==> config.mk <==
export PLATFORM = sky130hd
export DESIGN_NAME = clk_div_prog
export DESIGN_NICKNAME = d
export VERILOG_FILES = /design/src/rtl/clk_div_prog.sv
export SDC_FILE = /design/constraint.sdc
export NUM_CORES = 1
export LEC_CHECK = 0
export CAP_MARGIN = 20
export CORE_MARGIN = 2
export CORE_UTILIZATION = 54
export DETAILED_ROUTE_END_ITERATION = 16
export HOLD_SLACK_MARGIN = 0.02
export PLACE_DENSITY = 0.75
export SLEW_MARGIN = 5
export SYNTH_ARGS = -nofsm -noshare
export SYNTH_HDL_FRONTEND = slang
export SYNTH_SLANG_ARGS = --single-unit
export TNS_END_PERCENT = 20
==> constraint.sdc <==
create_clock -name clk -period 5.2 [get_ports clk]
set_input_delay 0.52 -clock clk [delete_from_list [all_inputs] [get_ports clk]]
set_output_delay 0.52 -clock clk [all_outputs]
set_load 0.005 [all_outputs]
==> src/rtl/clk_div_prog.sv <==
// Programmable clock divider with 50% duty for odd and even ratios.
// New ratios are staged in a shadow register and take effect only on a period boundary.
module clk_div_prog #(
  parameter int CNT_W    = 8,
  parameter int DIV_INIT = 4
) (
  input  logic             clk,
  input  logic             rst,
  input  logic             en,
  input  logic [CNT_W-1:0] div_val,
  input  logic             div_load,
  output logic             clk_out,
  output logic             tick,
  output logic             pend,
  output logic             err
);

  typedef enum logic {
    S_IDLE = 1'b0,
    S_RUN  = 1'b1
  } state_t;

  localparam logic [CNT_W-1:0] DIV_RST = CNT_W'(DIV_INIT);

  state_t           r_state, w_state_nxt;
  logic [CNT_W-1:0] r_cnt, w_cnt_nxt;
  logic [CNT_W-1:0] r_div, w_div_nxt;
  logic [CNT_W-1:0] r_shadow, w_shadow_nxt;
  logic [CNT_W-1:0] w_half;
  logic             r_pend, w_pend_nxt;
  logic             r_err, w_err_nxt;
  logic             r_tick, w_tick_nxt;
  logic             r_pe, w_pe_nxt;
  logic             r_po, w_po_nxt;
  logic             r_n;
  logic             w_boundary, w_apply, w_load_ok, w_load_bad, w_run_nxt, w_p_nxt;

  // Next-state, ratio staging and output-flop inputs
  always_comb begin
    w_state_nxt  = r_state;
    w_cnt_nxt    = r_cnt;
    w_apply      = 1'b0;
    w_load_ok    = div_load & (div_val >= CNT_W'(2));
    w_load_bad   = div_load & (div_val <  CNT_W'(2));
    w_boundary   = (r_state == S_RUN) && (r_cnt == (r_div - CNT_W'(1)));
    case (r_state)
      S_IDLE: begin
        w_apply   = r_pend;
        w_cnt_nxt = '0;
        if (en) begin
          w_state_nxt = S_RUN;
        end else begin
          w_state_nxt = S_IDLE;
        end
      end
      S_RUN: begin
        if (w_boundary) begin
          w_apply   = r_pend;
          w_cnt_nxt = '0;
          if (en) begin
            w_state_nxt = S_RUN;
          end else begin
            w_state_nxt = S_IDLE;
          end
        end else begin
          w_cnt_nxt   = r_cnt + CNT_W'(1);
          w_state_nxt = S_RUN;
        end
      end
      default: begin
        w_state_nxt = S_IDLE;
        w_cnt_nxt   = '0;
      end
    endcase

    if (w_apply) begin
      w_div_nxt = r_shadow;
    end else begin
      w_div_nxt = r_div;
    end

    if (w_load_ok) begin
      w_shadow_nxt = div_val;
      w_pend_nxt   = 1'b1;
    end else begin
      w_shadow_nxt = r_shadow;
      w_pend_nxt   = r_pend & ~w_apply;
    end

    // Even and odd ratios drive separate flops so a ratio switch never glitches the output
    w_err_nxt  = w_load_bad;
    w_run_nxt  = (w_state_nxt == S_RUN);
    w_half     = (w_div_nxt - CNT_W'(1)) >> 1;
    w_p_nxt    = w_run_nxt & (w_cnt_nxt <= w_half);
    w_tick_nxt = w_run_nxt & (w_cnt_nxt == CNT_W'(0));
    w_pe_nxt   = w_p_nxt & ~w_div_nxt[0];
    w_po_nxt   = w_p_nxt &  w_div_nxt[0];
  end

  // Posedge state and output registers
  always_ff @(posedge clk or posedge rst) begin
    if (rst) begin
      r_state  <= S_IDLE;
      r_cnt    <= '0;
      r_div    <= DIV_RST;
      r_shadow <= DIV_RST;
      r_pend   <= 1'b0;
      r_err    <= 1'b0;
      r_tick   <= 1'b0;
      r_pe     <= 1'b0;
      r_po     <= 1'b0;
    end else begin
      r_state  <= w_state_nxt;
      r_cnt    <= w_cnt_nxt;
      r_div    <= w_div_nxt;
      r_shadow <= w_shadow_nxt;
      r_pend   <= w_pend_nxt;
      r_err    <= w_err_nxt;
      r_tick   <= w_tick_nxt;
      r_pe     <= w_pe_nxt;
      r_po     <= w_po_nxt;
    end
  end

  // Half-cycle delayed copy of the odd-ratio phase
  always_ff @(negedge clk or posedge rst) begin
    if (rst) begin
      r_n <= 1'b0;
    end else begin
      r_n <= r_po;
    end
  end

  assign clk_out = r_pe | (r_po & r_n);
  assign tick    = r_tick;
  assign pend    = r_pend;
  assign err     = r_err;

endmodule

; Word-level counts from Yosys, hierarchy flattened
; Index checks and enable logic that the tools add are counted.
[totals]
register_bits = 31
latchBits = 0
ramBits = 0
rom_bits = 0
in_bits = 12
output_inout_bits = 4
elab_cells = 40
n_memories = 0
[op_classes]
n_addsub = 3
n_mul = 0
div_mod_pow = 0
order_cmp = 3
eq_ne = 1
shift = 0
n_mux = 9
n_bitwise = 12
n_reduce_logical = 2
[op_table]
columns = operator, n
row1 = 8-bit 2-to-1 mux, 2
row2 = 8-bit one-hot mux with 2 select lines, 1
row3 = "8-bit by 1-bit subtractor with 8-bit output, second input constant", 2
row4 = "8-bit by 1-bit adder with 8-bit output, second input constant", 1
row5 = 1-bit AND, 8
row6 = 8-bit == test, 1
row7 = "8-bit by 2-bit >= comparator with 1-bit output, second input constant", 1
row8 = 8-bit by 7-bit <= comparator with 1-bit output, 1
row9 = 8-bit zero test, 1
row10 = "8-bit by 2-bit less-than comparator with 1-bit output, second input constant", 1
row11 = 1-bit 2-to-1 mux, 4
row12 = 1-bit one-hot mux with 2 select lines, 2
row13 = 1-bit NOT, 3
row14 = 1-bit logical AND, 1
row15 = 1-bit bitwise OR, 1

; Depth between registers and ports, before layout
[logic_depth]
word_depth = 10
ltp_mapped = 22
ltp_nobuf = 19

==> results.ini <==
[run_status]
outcome=finished, final reports clean

[route]
route.detailed.wl_per_inst_microns=14.0
drc=0
postRouteWirelength_microns=3820
dr.pass1.iters=4
drt_first_iter_violations=106
final_ant_viol_nets=0
vias_per_cell=5.34
vias=1459

[placement]
post-dp-hpwl_microns=2930
number_of_placed_instances_taps_included=265
io_buffers=15
place_worst_setup_slack_ns=0.839
routabilityCongestion=0.898

[sta]
setup_violations=0
finalMaxSlewViolations=0
fin_hold_ws_ns=0.489
post-route-worst-setup-slack_ns=0.731
pin_slew_with_the_least_headroom_to_its_limit_ns=0.542
worst_clock_skew_ns=0.0111
number_of_hold_violations_in_the_final_report=0
fin_setup_tns_ns=0
slew-limit-headroom=0.637
setup_repair_after_global_routing_missed_its_margin=no

[grt]
via_count_of_the_first_global_routing_pass=1457
globalRouteOverflowTotal=0
grt_first_pass_wirelength_microns=6960
pin_count_of_the_biggest_net_entering_global_routing=31
grt_use_total=0.216
grt_antenna_before_repair=0

[yosys]
synth-seq-area-share=0.386
syn_area_per_cell_sq_um=9.56
compound_cell_area_share_of_the_yosys_netlist=0.109
post_synth_and_or_nand_nor_area_fraction=0.202
synth_top_family_by_area=simple AND/OR/NAND/NOR gates
synth-seq-cells=31
synth_flop_cell=dfrtp_1
yosys_warnings=0
post_synth_num_cell_types=52
post_synth_mux_area_share=0.0676
synth-xor-area-share=0.120
synth_async_sr_flop_share=1.00
post_synth_instance_area_sq_um=2020
synth_fp_nets=233
synth_adder_area_share=0.0620
syn-instance-count=211
synth_enable_flop_cells=0

[setup_path]
worstReg2RegEnd=r_po
critPathLaunch=r_n
crit_required_ns=4.68
timing.rr.start=r_div[0]
slowest_stage=clkdlybuf4s50_1
endpoint=clk_out
data_arrival_critical_path_ns=3.95
critical_path.n_buffers_inverters=1
worstSetupEndpointType=primary output
timing.critical_path.from_type=register
timing.critical_path.depth=2
crit_path_max_incr_delay_ns=0.52
r2r_setup_slack_ns=0.79
critical_path_maximum_fanout=1
crit_type=reg2out
worstPathCellList=a21o_1 > clkdlybuf4s50_1
reg2regPathDepth=18
critPathTopFamily=buffers and inverters

[cts]
clock_latency_on_the_worst_skew_pair_ns=0.29
cts_buffer_count=5
tritoncts_clock_tree=built
ctsResizeCount=0
clk_path_buf_depth=2
postCtsSetupRepairBufs=0
cts.htree.levels=2
hold_buffer_count_at_cts=0
clock_sinks=31
clk_root_buffer_cell=clkbuf_8
clk_pin_slew_ns=0.06

[power]
internal-power_mw=0.356
p_leak_nw=1.06
clock_power_share=0.385
cellPowerDensity_nw_per_um2=205
power.combinational.fraction=0.064
power.share.sequential=0.551
power.share.switching=0.229
switchingPower_mw=0.106
vdd_drop_max_mv=0.238

[hold_path]
min_path_type=reg2reg

[die]
floorplan.core_area_sq_um=3630
die_width_microns=65.1
boundaryPins=16
design.die.area_sq_um=4240
floorplan.initialDensity=0.555
die_height_microns=65.1
core.rowCount=22

[layout]
seqCellArea_sq_um=778
commonest_cells_after_routing_fill_and_taps_aside=36 x nand2_1, 28 x dfrtp_1, 15 x xnor2_1, 15 x clkdlybuf4s50_1, 14 x nor2_1
multi_input_area_sq_um=1130
layout-drive-gt1-share=0.116
fillers=313
layoutNonFillerInstCount=273
area_growth_from_synthesis_to_layout_pct=11.9
final_common_cell=nand2_1
total_inserted_antenna_cells=0
finalNetCount=246

[job]
cap_violations=0

[per-stage QoR]
stage / power [mW] / util / cell area, sq um
detailed placement: 0.289 / 0.599 / 2180
finish: 0.462 / 0.621 / 2260
CTS: 0.467 / 0.621 / 2260
global placement: 0.289 / 0.599 / 2180
global route: 0.483 / 0.621 / 2260
floorplan: 0.275 / - / 2020
[tightest hold or removal path, delay by kind of cell (launching register included)]
family / cells / cell delay, ns
DFF: 1 / 0.39
and+or+nand+nor: 2 / 0.10
[worst min path at each step]
| stage | start | endpoint | slack (ns) | cells after the start |
|---|---|---|---|---|
| finish | r_shadow[2] | r_shadow[2] | 0.49 | 2 |
| global route | r_shadow[2] | r_shadow[2] | 0.54 | 2 |
| CTS | r_shadow[2] | r_shadow[2] | 0.49 | 2 |
| detailed placement | r_shadow[2] | r_shadow[2] | 0.48 | 2 |
| global placement | r_shadow[2] | r_shadow[2] | 0.48 | 2 |
| floorplan | r_shadow[2] | r_shadow[2] | 0.46 | 2 |
[cell usage after synthesis, types with 2 or more instances]
cell,n,share of area
inv_1,12,0.022
nor3_1,5,0.012
o21ai_0,7,0.017
dfstp_2,2,0.026
mux2i_1,4,0.020
a21oi_1,2,0.0050
nand2_1,36,0.067
dfrtp_1,28,0.35
nor3_2,2,0.0099
buf_6,2,0.011
buf_2,2,0.0050
nand4_1,3,0.0093
mux2_2,6,0.033
nor2_1,14,0.026
xor2_1,10,0.043
nand3_1,4,0.0099
xnor2_1,15,0.065
and2_1,2,0.0062
ha_1,10,0.062
nand2b_1,6,0.019
or3_1,2,0.0062
clkbuf_1,5,0.0093
o21a_1,3,0.011
[kinds of logic (layout without fill, tap and decap cells)]
logic type      Yosys count  after routing
simple gates             82             82
flops                    31             31
compound gates           27             27
xor+xnor                 26             26
buf+inv                  23             37
mux                      12             12
fa+ha+maj                10             10
[layout make-up]
type	instances	share of cell area
clock buffer	7	0.0338
timing repair buffer	16	0.0698
inverter	13	0.0216
clock inverter	1	0.00222
multi-input combinational	157	0.501
tap	48	0.0266
sequential	31	0.345
[state kept, by name, summed over array words and instances, names as in the netlist]
name      count
r_cnt         8
r_div         8
r_shadow      8
err           1
pend          1
r_n           1
r_pe          1
r_po          1
r_state       1
tick          1
[power by group through the flow]
stage	registers [mW]	clock network [mW]	logic [mW]
6_report	0.255	0.178	0.0295
3_3_place_gp	0.259	0	0.0297
4_1_cts	0.255	0.182	0.0300
3_5_place_dp	0.259	0	0.0300
5_1_grt	0.256	0.193	0.0338
2_1_floorplan	0.257	0	0.0175
[metal layers]
| metal | global-route usage | routed length, microns | vias up |
|---|---|---|---|
| met1 | 0.313 | 1930 | 679 |
| met2 | 0.322 | 1670 | 32 |
| li1 | - | - | 739 |
| met3 | 0.0377 | 120 | 9 |
| met4 | 0.0911 | 104 | 0 |
| met5 | 0 | 0 | - |
(Power assumes the default switching activity.)
